**src/rtl/pipe_ctrl.sv**
```systemverilog
// ---------------------------------------------------------------------------
// pipe_ctrl
//
// Central pipeline controller for the 5-stage core. It produces the
// stall/flush pair for each pipeline register (IF/ID, ID/EX, EX/MEM and
// MEM/WB). It also resolves load-use interlocks, data-bus busy stalls, taken
// branches, exception entry (flush, drain, vector) and exception return, and
// it drives the PC redirect.
//
// Optional feature macro: PIPE_CTRL_PERF_EN
//   When defined, two performance counters are added as outputs:
//   - perf_stall_cnt_o counts the cycles in which if_stall_o is high.
//   - perf_flush_cnt_o counts branch redirects, erets and exception entries.
//   When undefined, the counters and their ports are absent.
//
// Ports
//   clk, reset            clock; asynchronous, active-high reset
//   if_busy_i             instruction fetch bus not ready
//   mem_busy_i            data bus access in progress
//   id_ra_addr_i/_use_i   ID source A register and its read enable
//   id_rb_addr_i/_use_i   ID source B register and its read enable
//   ex_en_i               EX holds a valid instruction
//   ex_load_i             EX instruction is a load
//   ex_dst_addr_i         EX destination register
//   ex_gpr_we_n_i         EX writes GPR (active-low)
//   br_taken_i            ID resolved a taken branch/jump
//   br_target_i           branch target word address
//   exp_req_i             MEM stage raises an exception
//   exp_code_i            exception cause
//   exp_pc_i              PC of the faulting instruction
//   eret_i                ID decodes an exception return
//   *_stall_o             hold the named pipeline register
//   *_flush_o             load a bubble into the named pipeline register
//   pc_load_o / new_pc_o  PC redirect strobe and address
//   epc_o / exp_cause_o   saved exception PC and cause
//   trap_busy_o           controller is trapping (not in RUN)
// ---------------------------------------------------------------------------
module pipe_ctrl #(
    parameter logic [29:0] EXP_VECTOR   = 30'h0000_0040,
    parameter int unsigned DRAIN_CYCLES = 2
) (
    input  logic        clk,
    input  logic        reset,
    input  logic        if_busy_i,
    input  logic        mem_busy_i,
    input  logic [4:0]  id_ra_addr_i,
    input  logic [4:0]  id_rb_addr_i,
    input  logic        id_ra_use_i,
    input  logic        id_rb_use_i,
    input  logic        ex_en_i,
    input  logic        ex_load_i,
    input  logic [4:0]  ex_dst_addr_i,
    input  logic        ex_gpr_we_n_i,
    input  logic        br_taken_i,
    input  logic [29:0] br_target_i,
    input  logic        exp_req_i,
    input  logic [2:0]  exp_code_i,
    input  logic [29:0] exp_pc_i,
    input  logic        eret_i,
    output logic        if_stall_o,
    output logic        id_stall_o,
    output logic        ex_stall_o,
    output logic        mem_stall_o,
    output logic        if_flush_o,
    output logic        id_flush_o,
    output logic        ex_flush_o,
    output logic        mem_flush_o,
    output logic        pc_load_o,
    output logic [29:0] new_pc_o,
    output logic [29:0] epc_o,
    output logic [2:0]  exp_cause_o,
    output logic        trap_busy_o
`ifdef PIPE_CTRL_PERF_EN
    ,
    output logic [31:0] perf_stall_cnt_o,
    output logic [31:0] perf_flush_cnt_o
`endif
);

    typedef enum logic [1:0] {
        ST_RUN,
        ST_DRAIN,
        ST_VECTOR
    } state_e;

    // The drain counter holds the number of DRAIN cycles still to go after
    // the current one, so it is loaded with DRAIN_CYCLES-1 on entry.
    localparam logic [3:0] DRAIN_LOAD = 4'(DRAIN_CYCLES - 1);

    state_e      state_q, state_d;
    logic [3:0]  cnt_q, cnt_d;
    logic [29:0] epc_q, epc_d;
    logic [2:0]  cause_q, cause_d;

    logic ra_hit;
    logic rb_hit;
    logic load_use;

    logic in_run;
    logic sel_busy;
    logic sel_exp;
    logic sel_eret;
    logic sel_haz;
    logic sel_br;
    logic sel_ifb;

    // Load-use interlock: a load in EX whose destination is read by the
    // instruction in ID. Register 0 is hard-wired, so it never interlocks.
    always_comb begin
        ra_hit   = id_ra_use_i && (id_ra_addr_i == ex_dst_addr_i);
        rb_hit   = id_rb_use_i && (id_rb_addr_i == ex_dst_addr_i);
        load_use = ex_en_i && ex_load_i && !ex_gpr_we_n_i &&
                   (ex_dst_addr_i != 5'd0) && (ra_hit || rb_hit);
    end

    // RUN-state priority decode. Exactly one select is high at most, so the
    // output and next-state logic never have to resolve overlapping sources.
    // A hazard masks br_taken until the load result is available.
    always_comb begin
        in_run   = (state_q == ST_RUN);
        sel_busy = in_run && mem_busy_i;
        sel_exp  = in_run && !mem_busy_i && exp_req_i;
        sel_eret = in_run && !mem_busy_i && !exp_req_i && eret_i;
        sel_haz  = in_run && !mem_busy_i && !exp_req_i && !eret_i && load_use;
        sel_br   = in_run && !mem_busy_i && !exp_req_i && !eret_i &&
                   !load_use && br_taken_i;
        sel_ifb  = in_run && !mem_busy_i && !exp_req_i && !eret_i &&
                   !load_use && !br_taken_i && if_busy_i;
    end

    // State register together with the saved trap context. Because the
    // reset is asynchronous, the trap is abandoned at once and epc clears
    // in the same cycle that reset rises.
    always_ff @(posedge clk or posedge reset) begin
        if (reset) begin
            state_q <= ST_RUN;
            cnt_q   <= 4'd0;
            epc_q   <= 30'd0;
            cause_q <= 3'd0;
        end else begin
            state_q <= state_d;
            cnt_q   <= cnt_d;
            epc_q   <= epc_d;
            cause_q <= cause_d;
        end
    end

    // Next-state logic. An exception entry latches its context and loads the
    // drain counter. DRAIN counts down and vectors after the last drain
    // cycle. A busy data bus freezes the drain so that the in-flight access
    // can finish before the vector fetch.
    always_comb begin
        state_d = state_q;
        cnt_d   = cnt_q;
        epc_d   = epc_q;
        cause_d = cause_q;
        unique case (state_q)
            ST_RUN: begin
                if (sel_exp) begin
                    state_d = ST_DRAIN;
                    cnt_d   = DRAIN_LOAD;
                    epc_d   = exp_pc_i;
                    cause_d = exp_code_i;
                end
            end
            ST_DRAIN: begin
                if (!mem_busy_i) begin
                    if (cnt_q == 4'd0) begin
                        state_d = ST_VECTOR;
                    end else begin
                        cnt_d = cnt_q - 4'd1;
                    end
                end
            end
            ST_VECTOR: begin
                state_d = ST_RUN;
            end
            default: begin
                state_d = ST_RUN;
            end
        endcase
    end

    // Output logic. A source that is not selected leaves its outputs at 0,
    // so a stall and a flush can never be driven onto the same register.
    always_comb begin
        if_stall_o  = 1'b0;
        id_stall_o  = 1'b0;
        ex_stall_o  = 1'b0;
        mem_stall_o = 1'b0;
        if_flush_o  = 1'b0;
        id_flush_o  = 1'b0;
        ex_flush_o  = 1'b0;
        mem_flush_o = 1'b0;
        pc_load_o   = 1'b0;
        new_pc_o    = 30'd0;
        trap_busy_o = (state_q != ST_RUN);
        unique case (state_q)
            ST_RUN: begin
                if (sel_busy) begin
                    if_stall_o  = 1'b1;
                    id_stall_o  = 1'b1;
                    ex_stall_o  = 1'b1;
                    mem_stall_o = 1'b1;
                end else if (sel_exp) begin
                    if_flush_o  = 1'b1;
                    id_flush_o  = 1'b1;
                    ex_flush_o  = 1'b1;
                    mem_flush_o = 1'b1;
                end else if (sel_eret) begin
                    pc_load_o  = 1'b1;
                    new_pc_o   = epc_q;
                    if_flush_o = 1'b1;
                end else if (sel_haz) begin
                    if_stall_o = 1'b1;
                    id_flush_o = 1'b1;
                end else if (sel_br) begin
                    pc_load_o  = 1'b1;
                    new_pc_o   = br_target_i;
                    if_flush_o = 1'b1;
                end else if (sel_ifb) begin
                    if_flush_o = 1'b1;
                end
            end
            ST_DRAIN: begin
                if_flush_o  = 1'b1;
                id_flush_o  = 1'b1;
                ex_flush_o  = 1'b1;
                mem_flush_o = 1'b1;
            end
            ST_VECTOR: begin
                pc_load_o  = 1'b1;
                new_pc_o   = EXP_VECTOR;
                if_flush_o = 1'b1;
            end
            default: begin
            end
        endcase
    end

    assign epc_o       = epc_q;
    assign exp_cause_o = cause_q;

`ifdef PIPE_CTRL_PERF_EN
    logic [31:0] perf_stall_q;
    logic [31:0] perf_flush_q;

    // Performance counters. Both wrap naturally at 2^32. A flush event is
    // counted once per redirecting source. The DRAIN/VECTOR cycles of an
    // exception are part of the single entry event and are not counted again.
    always_ff @(posedge clk or posedge reset) begin
        if (reset) begin
            perf_stall_q <= 32'd0;
            perf_flush_q <= 32'd0;
        end else begin
            if (if_stall_o) begin
                perf_stall_q <= perf_stall_q + 32'd1;
            end
            if (sel_exp || sel_eret || sel_br) begin
                perf_flush_q <= perf_flush_q + 32'd1;
            end
        end
    end

    assign perf_stall_cnt_o = perf_stall_q;
    assign perf_flush_cnt_o = perf_flush_q;
`endif

endmodule
```
**config.mk**
```make
export PLATFORM = sky130hd
export DESIGN_NAME = pipe_ctrl
export DESIGN_NICKNAME = d
export VERILOG_FILES = /design/src/rtl/pipe_ctrl.sv
export SDC_FILE = /design/constraint.sdc
export NUM_CORES = 1
export LEC_CHECK = 0
export ABC_CLOCK_PERIOD_IN_PS = 3400
export CAP_MARGIN = 10
export CORE_AREA = 2 2 83 85
export DETAILED_ROUTE_END_ITERATION = 10
export DIE_AREA = 0 0 85 87
export PLACE_DENSITY_LB_ADDON = 0.25
export SLEW_MARGIN = 20
export SYNTH_ARGS = -nofsm -noshare
export SYNTH_HDL_FRONTEND = slang
export SYNTH_SLANG_ARGS = --single-unit
```
**constraint.sdc**
```tcl
create_clock -name clk -period 3.4 [get_ports clk]
set_clock_uncertainty 0.05 [all_clocks]
set_input_delay 0.51 -clock clk [delete_from_list [all_inputs] [get_ports clk]]
set_output_delay 0.51 -clock clk [all_outputs]
set_load 0.02 [all_outputs]
```
# Word-level counts from Yosys, hierarchy flattened
# Cells that the tools add are included.
# totals
reg_bits	39
input_bits	90
out_inout_bits	73
# op_classes
eq_ne	8
reduce_logical	33
add_sub_neg	1
mux	40
# op_table
cell	count
30-bit 2-to-1 mux	5
30-bit one-hot mux with 2 select lines	1
1-bit 2-to-1 mux	22
1-bit logical AND	17
4-bit 2-to-1 mux	3
5-bit equality test	2
1-bit one-hot mux with 2 select lines	4
4-bit one-hot mux with 2 select lines	1
1-bit zero test	6
2-bit 2-to-1 mux	3
2-bit inequality test, second input constant	3
5-bit nonzero test	1
4-bit zero test	1
2-bit one-hot mux with 2 select lines	1
4-bit AND reduction	1
2-bit nonzero test	2
4-bit by 1-bit subtractor with 4-bit output, second input constant	1
3-bit AND reduction	1
2-bit by 1-bit equality test with 1-bit output, second input constant	1
2-bit equality test, second input constant	1
2-bit zero test	1
2-bit by 1-bit inequality test with 1-bit output, second input constant	1
2-bit AND reduction	1
2-bit OR reduction	1
1-bit logical OR	1

# Longest topological paths before layout
# Gate-level depths: netlist of run 1.
# depth
ltp_word	15
mapped_depth	7

# Worst setup path before layout of run 1
# Ideal clock, no wire load.
# synth_timing
kind	reg2out
start	register state_q[0]
end	output new_pc_o[0]
path_buffers	1
required_time_ns	2.840
path_stages_with_launch	8
arrival_time_ns	2.091
slack_ns	0.749
cell_sequence	dfrtp_1 inv_1 ha_1 or4b_1 nor2_2 buf_2 nand2_1 o21ai_0
# synth_via
elab_chain_len	12
elab_cells_between_ends	17
# synth_rtl
element	line	source
from (decl)	90	state_e state_q, state_d;
from (signal assigned)	141	state_q <= state_d;
2-bit zero test	120, 198	
1-bit logical AND	-	
1-bit logical AND	123, 124, 125	
1-bit logical AND	124, 125	
1-bit logical AND	125	sel_br = in_run && !mem_busy_i && !exp_req_i && !eret_i &&
1-bit logical AND	126	!load_use && br_taken_i;
30-bit 2-to-1 mux	217	end else if (sel_br) begin
30-bit 2-to-1 mux	214	end else if (sel_haz) begin
30-bit 2-to-1 mux	210	end else if (sel_eret) begin
30-bit 2-to-1 mux	205	end else if (sel_exp) begin
30-bit 2-to-1 mux	200	if (sel_busy) begin
30-bit one-hot mux with 2 select lines *	198	unique case (state_q)
to (decl)	69	output logic [29:0] new_pc_o,
# Every way passes the cells marked *; elsewhere a longest branch is shown, timed or not.

# Worst setup path after layout of run 1
# layout_timing
start	register state_q[1]
end	output new_pc_o[18]
# Same word-level chain as after synthesis.

==> results of run 1 <==
through the flow:
stage	utilization (%)	instance area (µm²)	worst slack, ns	instances
3_5_place_dp	65.8	4320	-0.0289	500
4_1_cts	66.8	4390	-0.00262	507
6_report	67.4	4420	0.241	507
5_1_grt	67.4	4420	0.0850	507
3_3_place_gp	65.8	4320	-0.0116	500
2_1_floorplan	-	2520	0.749	265
cell type report:
cell class | count | area share [%]
Clock buffer | 6 | 1.87
Multi-Input combinational cell | 191 | 31.9
Clock inverter | 1 | 0.113
Timing Repair Buffer | 179 | 40.9
Inverter | 11 | 0.933
Tap cell | 80 | 2.26
Sequential cell | 39 | 22.1
path summary, 6_finish.rpt:
check	endpoint	slack [ns]	cells after the start
worst min-delay path	epc_o[27]	0.33	2
worst max register to register	cnt_q[3]	1.16	6
worst min register to register	cnt_q[0]	0.45	1
max in group asynchronous	epc_o[3]	2.32	3
min in group clk	cnt_q[0]	0.45	1
worst max-delay path	new_pc_o[18]	0.24	8
synth_stat cells, drive strengths merged:
cell	number	area share, %
nand4	2	0.50
nor4	1	0.25
a32oi	29	10
nor4bb	1	0.40
nor2b	1	0.25
mux2	34	15
a21oi	7	1.4
o21ai	34	6.7
nor3	3	0.60
a211oi	1	0.30
mux2i	2	0.79
nand2b	1	0.25
a21o	3	0.89
o22ai	1	0.25
and2	1	0.25
dfrtp	39	39
nand3b	1	0.30
xnor2	10	3.5
or3	3	0.74
nor3b	1	0.30
inv	11	1.6
clkbuf	9	1.3
nand2	33	4.9
buf	15	3.6
o21bai	1	0.30
or4b	1	0.40
or4	2	0.60
o2111ai	1	0.60
ha	7	3.5
nor2	10	1.6
logic make-up after synthesis:
group,Yosys count,synth area share [%]
AO/OA/AOI/OAI,77,20.5
XOR/XNOR,10,3.47
buffers and inverters,35,6.55
flip-flops,39,38.7
adder cells (fa/ha/maj),7,3.47
AND/OR/NAND/NOR,61,11.3
multiplexers,36,16.0
layer usage:
| layer | routed length (µm) | part of all wire [%] |
|---|---|---|
| met5 | 0 | 0 |
| met4 | 163 | 2.0 |
| met3 | 559 | 7.0 |
| met2 | 4090 | 51 |
| met1 | 3140 | 39 |
what timing repair did:
item,CTS,global route
buffers inserted,0,0
gates resized for setup,22,14
pin swaps,0,0
hold buffers,0,0
setup endpoints to repair,29,13
worst register-to-register path: stages (launching register included):
cell	delay (ns)
dfrtp_1	0.43
inv_1	0.12
ha_1	0.25
inv_1	0.10
or4_1	0.65
or3_1	0.40
a21oi_1	0.17
registers in the layout (all words and copies together) (netlist names):
register	flops
epc_o	30
cnt_q	4
exp_cause_o	3
state_q	2
power breakdown:
group          switching, mW  total (mW)  internal, mW
clock                  0.152       0.311         0.159
combinational          0.831        1.74         0.907
sequential             0.189       0.889         0.700
total                   1.17        2.94          1.77
cells in the final DEF (no fill, tap or decap), types with 2 or more instances in the layout:
cell             synthesis  routed
a21o_1                   3       3
a21oi_1                  7       7
a32oi_1                 29      29
buf_12                   0       4
buf_4                    6      12
clkbuf_8                 0       6
clkdlybuf4s50_1          0     128
dfrtp_1                 39      39
dlygate4sd2_1            0      21
dlymetal6s2s_1           0      13
ha_1                     7       6
inv_1                   11      10
mux2_2                  34      34
mux2i_1                  2       2
nand2_1                 33      33
nand4_1                  2       2
nor2_1                   9       9
nor3_1                   3       3
o21ai_0                 22      22
o21ai_1                 12      12
or3_1                    3       3
or4_1                    2       2
xnor2_1                 10      10
==> results.cfg, run 1 <==
[grt]
gr-total-overflow = 0
grt_pass1_vias = 2703
grtUsageMet2_pct = 38.4
antenna_found_initial = 0
grt_first_pass_wirelength_mm = 12.7
track_usage_pct = 21.2
gr-usage-met1_pct = 24.4
busiest_layer = met2
grt_max_degree = 37
grt_util_met3_pct = 5.50

[pwr]
leakage_nw = 2.03
p_total_mw = 2.94
powerDensity_mw_per_mm2 = 664
peakVddDrop_mv = 0.384

[timing]
timing.final.crit_share_pct = 92.9
max_slew_margin_pct = 68.8
clock.fmax_mhz = 317
slew_violations = 0
setup_tns_ns = 0
hold_viol = 0
tightest_slew_ns = 0.468
fin_hold_ws_ns = 0.334
finalSetupViolations = 0
rsz0062_at_grt = false
period_needed_ns = 3.16

[place]
dp_hpwl_mm = 6.14
gp_congestion = 0.813
port_buffers = 162

[floorplan]
die_y_um = 87
die_area_mm2 = 0.00740
dieWidth_um = 85
coreArea_mm2 = 0.00657
rows = 30
start_util_pct = 38.4
io_pins = 163

[clock_tree]
cts_buffers = 5
clk_path_buf_depth = 2
cts_tree = built
htreeDepth = 2
clkTransAtPathRegs_ns = 0.07
clock_latency_ns = 0.28
cts.sink_count = 39
cts_root_buf = clkbuf_8

[route]
firstDrtPassIters = 5
drc_errors = 0
antenna_left = 0
wl_per_cell_um = 15.7
wirelength_mm = 7.95
dr_total_vias = 2707
viasPerCell = 5.34
drt_iter0_markers = 113

[worst_setup_path]
worstPathArrival_ns = 2.60
cp_top_family = simple AND/OR/NAND/NOR gates
cp-start-kind = flip-flop
worst_path_largest_cell_delay_ns = 0.53
crit_slowest_cell = or4b_1
critPathMaxFanout = 30
regToRegStartpoint = state_q[1]
cp.required_ns = 2.84
cp-startpoint = state_q[1]
worstSetupPathType = reg -> out
cp_num_buf_inv = 3
crit_chain = inv_1, ha_2, or4b_1, nor2_4, buf_12, nand2_1, o21ai_0, dlygate4sd2_1
cp-end-kind = primary output

[finish]
final_nets = 524
area_growth_pct = 75.4
seq_area_um2 = 976
num_antenna_cells = 0
drive_above_1_share_pct = 14.8
n_fill_cell = 555
multi_input_area_mm2 = 0.00141

[logic_synthesis]
seq_area_frac_synth_pct = 38.7
synth.avg_cell_area_um2 = 9.52
syn_area_mm2 = 0.00252
yosysWarnings = 0
synth-seq-cells = 39
synth_cell_types = 33
syn_nets = 362
netlist_instances = 265

[min_path]
min_path_type = in -> async

[outcome]
status = finished, final reports clean

[run]
maxCapViolations = 0
No activity file was read; power rests on OpenSTA's default activity.
==> run 2: changes to the inputs <==
--- a/config.mk
+++ b/config.mk
@@ -8,9 +8,12 @@
 export ABC_CLOCK_PERIOD_IN_PS = 3400
 export CAP_MARGIN = 10
 export CORE_AREA = 2 2 83 85
+export CTS_BUF_LIST = sky130_fd_sc_hd__clkbuf_4 sky130_fd_sc_hd__clkbuf_8 sky130_fd_sc_hd__clkbuf_16
+export CTS_CLUSTER_SIZE = 25
 export DETAILED_ROUTE_END_ITERATION = 10
 export DIE_AREA = 0 0 85 87
 export PLACE_DENSITY_LB_ADDON = 0.25
+export REMOVE_ABC_BUFFERS = 1
 export SLEW_MARGIN = 20
 export SYNTH_ARGS = -nofsm -noshare
 export SYNTH_HDL_FRONTEND = slang
==> results.cfg, run 2 (synthesis results as in run 1) <==
[worst_setup_path]
cp-start-kind = input pin
regToRegStartpoint = state_q[1]
critPathMaxFanout = 11
r2r_end = cnt_q[3]
cp.required_ns = 2.84
worstPathArrival_ns = 2.67
worstSetupPathType = in -> out
cp-end-kind = primary output
rr_worst_depth = 6
rrSetupSlack_ns = 1.16

[clock_tree]
cts_tree = built
holdBufCountCts = 0
cts_buffers = 5
cts.sink_count = 39
htreeDepth = 2
clock_latency_ns = 0.29
clkTransAtPathRegs_ns = 0.07
cts_root_buf = clkbuf_8
post-cts-setup-buffers = 0
clk_path_buf_depth = 2

[outcome]
status = finished, final reports clean

[timing]
max_slew_margin_pct = 56.7
rsz0062_at_grt = false
timing.final.crit_share_pct = 95.1
clock.fmax_mhz = 309
tightest_slew_ns = 0.646
slew_violations = 0
hold_viol = 0
finalSetupViolations = 0
period_needed_ns = 3.23
setup_tns_ns = 0
fin_hold_ws_ns = 0.449

[pwr]
leakage_nw = 1.91
peakVddDrop_mv = 0.406
powerDensity_mw_per_mm2 = 677

[min_path]
worstHoldPathCells = 1
min_path_type = reg -> reg
holdPathEnd = cnt_q[0]
hold_path.startpoint = cnt_q[0]

[grt]
grt_max_degree = 53
grt_first_pass_wirelength_mm = 12.3
track_usage_pct = 20.9
grt_pass1_vias = 2503
gr-total-overflow = 0
antenna_found_initial = 0

[route]
viasPerCell = 5.32
drc_errors = 0
wl_per_cell_um = 15.8
wirelength_mm = 8.03
dr_total_vias = 2704
drt_iter0_markers = 130
firstDrtPassIters = 4
antenna_left = 0

[finish]
drive_above_1_share_pct = 15.0
num_antenna_cells = 0
area_growth_pct = 73.2
largest_register_ff_count = 30
final_nets = 524
layout_common_cells = 130 x clkdlybuf4s50_1, 39 x dfrtp_1, 34 x mux2_2, 33 x nand2_1, 29 x a32oi_1
layout_commonest_cell = clkdlybuf4s50_1

[floorplan]
rows = 30
die_area_mm2 = 0.00740
die_y_um = 87
io_pins = 163
start_util_pct = 38.4
coreArea_mm2 = 0.00657
dieWidth_um = 85

[place]
gp_congestion = 0.776
dp_hpwl_mm = 6.14
port_buffers = 162

[run]
maxCapViolations = 0
-- run 2: cell types whose count changed in the layout (fill, tap and decap cells not counted) --
| cell | delta |
|---|---|
| clkdlybuf4s50_1 | +2 |
| clkinv_2 | -1 |
| clkbuf_8 | +1 |
| dlymetal6s2s_1 | -9 |
| dlygate4sd2_1 | +7 |
| buf_6 | -1 |
| clkbuf_4 | +1 |
| buf_12 | -3 |
| buf_4 | +4 |
-- run 2: worst max path at each step --
stage | startpoint | slack [ns] | endpoint | cells past startpoint
global route | state_q[1] | 0.02 | new_pc_o[23] | 8
CTS | state_q[1] | 0.01 | new_pc_o[9] | 8
detailed placement | ex_dst_addr_i[0] | -0.02 | new_pc_o[18] | 7
global placement | ex_dst_addr_i[0] | -0.02 | new_pc_o[23] | 7
floorplan | state_q[0] | -1.04 | new_pc_o[6] | 6
finish | ex_dst_addr_i[0] | 0.17 | if_stall_o | 7
-- run 2: per-layer routing --
layer  vias to the layer above  wire (µm)  GRT usage [%]
met5                         -          0              0
met4                         0        150           6.35
met3                        11        596           4.93
met2                       114       4080           37.3
met1                      1287       3210           24.9
li1                       1292          -              -
-- run 2: area by class of cell --
cell class              instances  area, µm²
flip-flops and latches         39        976
fillers                       549       2200
inverters                      11       41.3
well taps                      80        100
clock buffers                   8        104
repair buffers                179       1740
multi-input cells             191       1410
-- run 2: worst max-delay path, stage by stage --
cell	delay [ns]
clkdlybuf4s50_1	0.41
or4_1	0.54
o2111ai_2	0.22
buf_4	0.23
nor4_1	0.07
a21o_1	0.17
clkdlybuf4s50_1	0.53
-- run 2: per-stage QoR --
step	power [mW]	cell area [µm²]	setup slack [ns]	utilization, %	std cells
3_5_place_dp	2.66	4290	-0.0176	65.3	500
3_3_place_gp	2.62	4290	-0.0243	65.3	500
5_1_grt	3.14	4370	0.0161	66.5	508
6_report	2.96	4370	0.167	66.5	508
4_1_cts	2.99	4360	0.0101	66.3	508
2_1_floorplan	1.76	2400	-1.04	-	241
-- run 2: what timing repair did --
item,in CTS,in global routing
gates resized for setup,29,4
cloned,0,0
pin swaps,0,0
setup endpoints to repair,31,4
-- run 2: power by group --
| group | internal [mW] | switching, mW | leakage (nW) |
|---|---|---|---|
| clock network | 0.193 | 0.158 | 0.0549 |
| logic | 0.890 | 0.829 | 1.39 |
| registers | 0.699 | 0.190 | 0.467 |
| total | 1.78 | 1.18 | 1.91 |
==> run 3: changes to the inputs <==
--- a/config.mk
+++ b/config.mk
@@ -12,6 +12,7 @@
 export CTS_CLUSTER_SIZE = 25
 export DETAILED_ROUTE_END_ITERATION = 10
 export DIE_AREA = 0 0 85 87
+export HOLD_SLACK_MARGIN = 0.12
 export PLACE_DENSITY_LB_ADDON = 0.25
 export REMOVE_ABC_BUFFERS = 1
 export SLEW_MARGIN = 20
==> results of run 3 <==
Same layout as run 2: the final DEF is identical, and so are final timing and power.
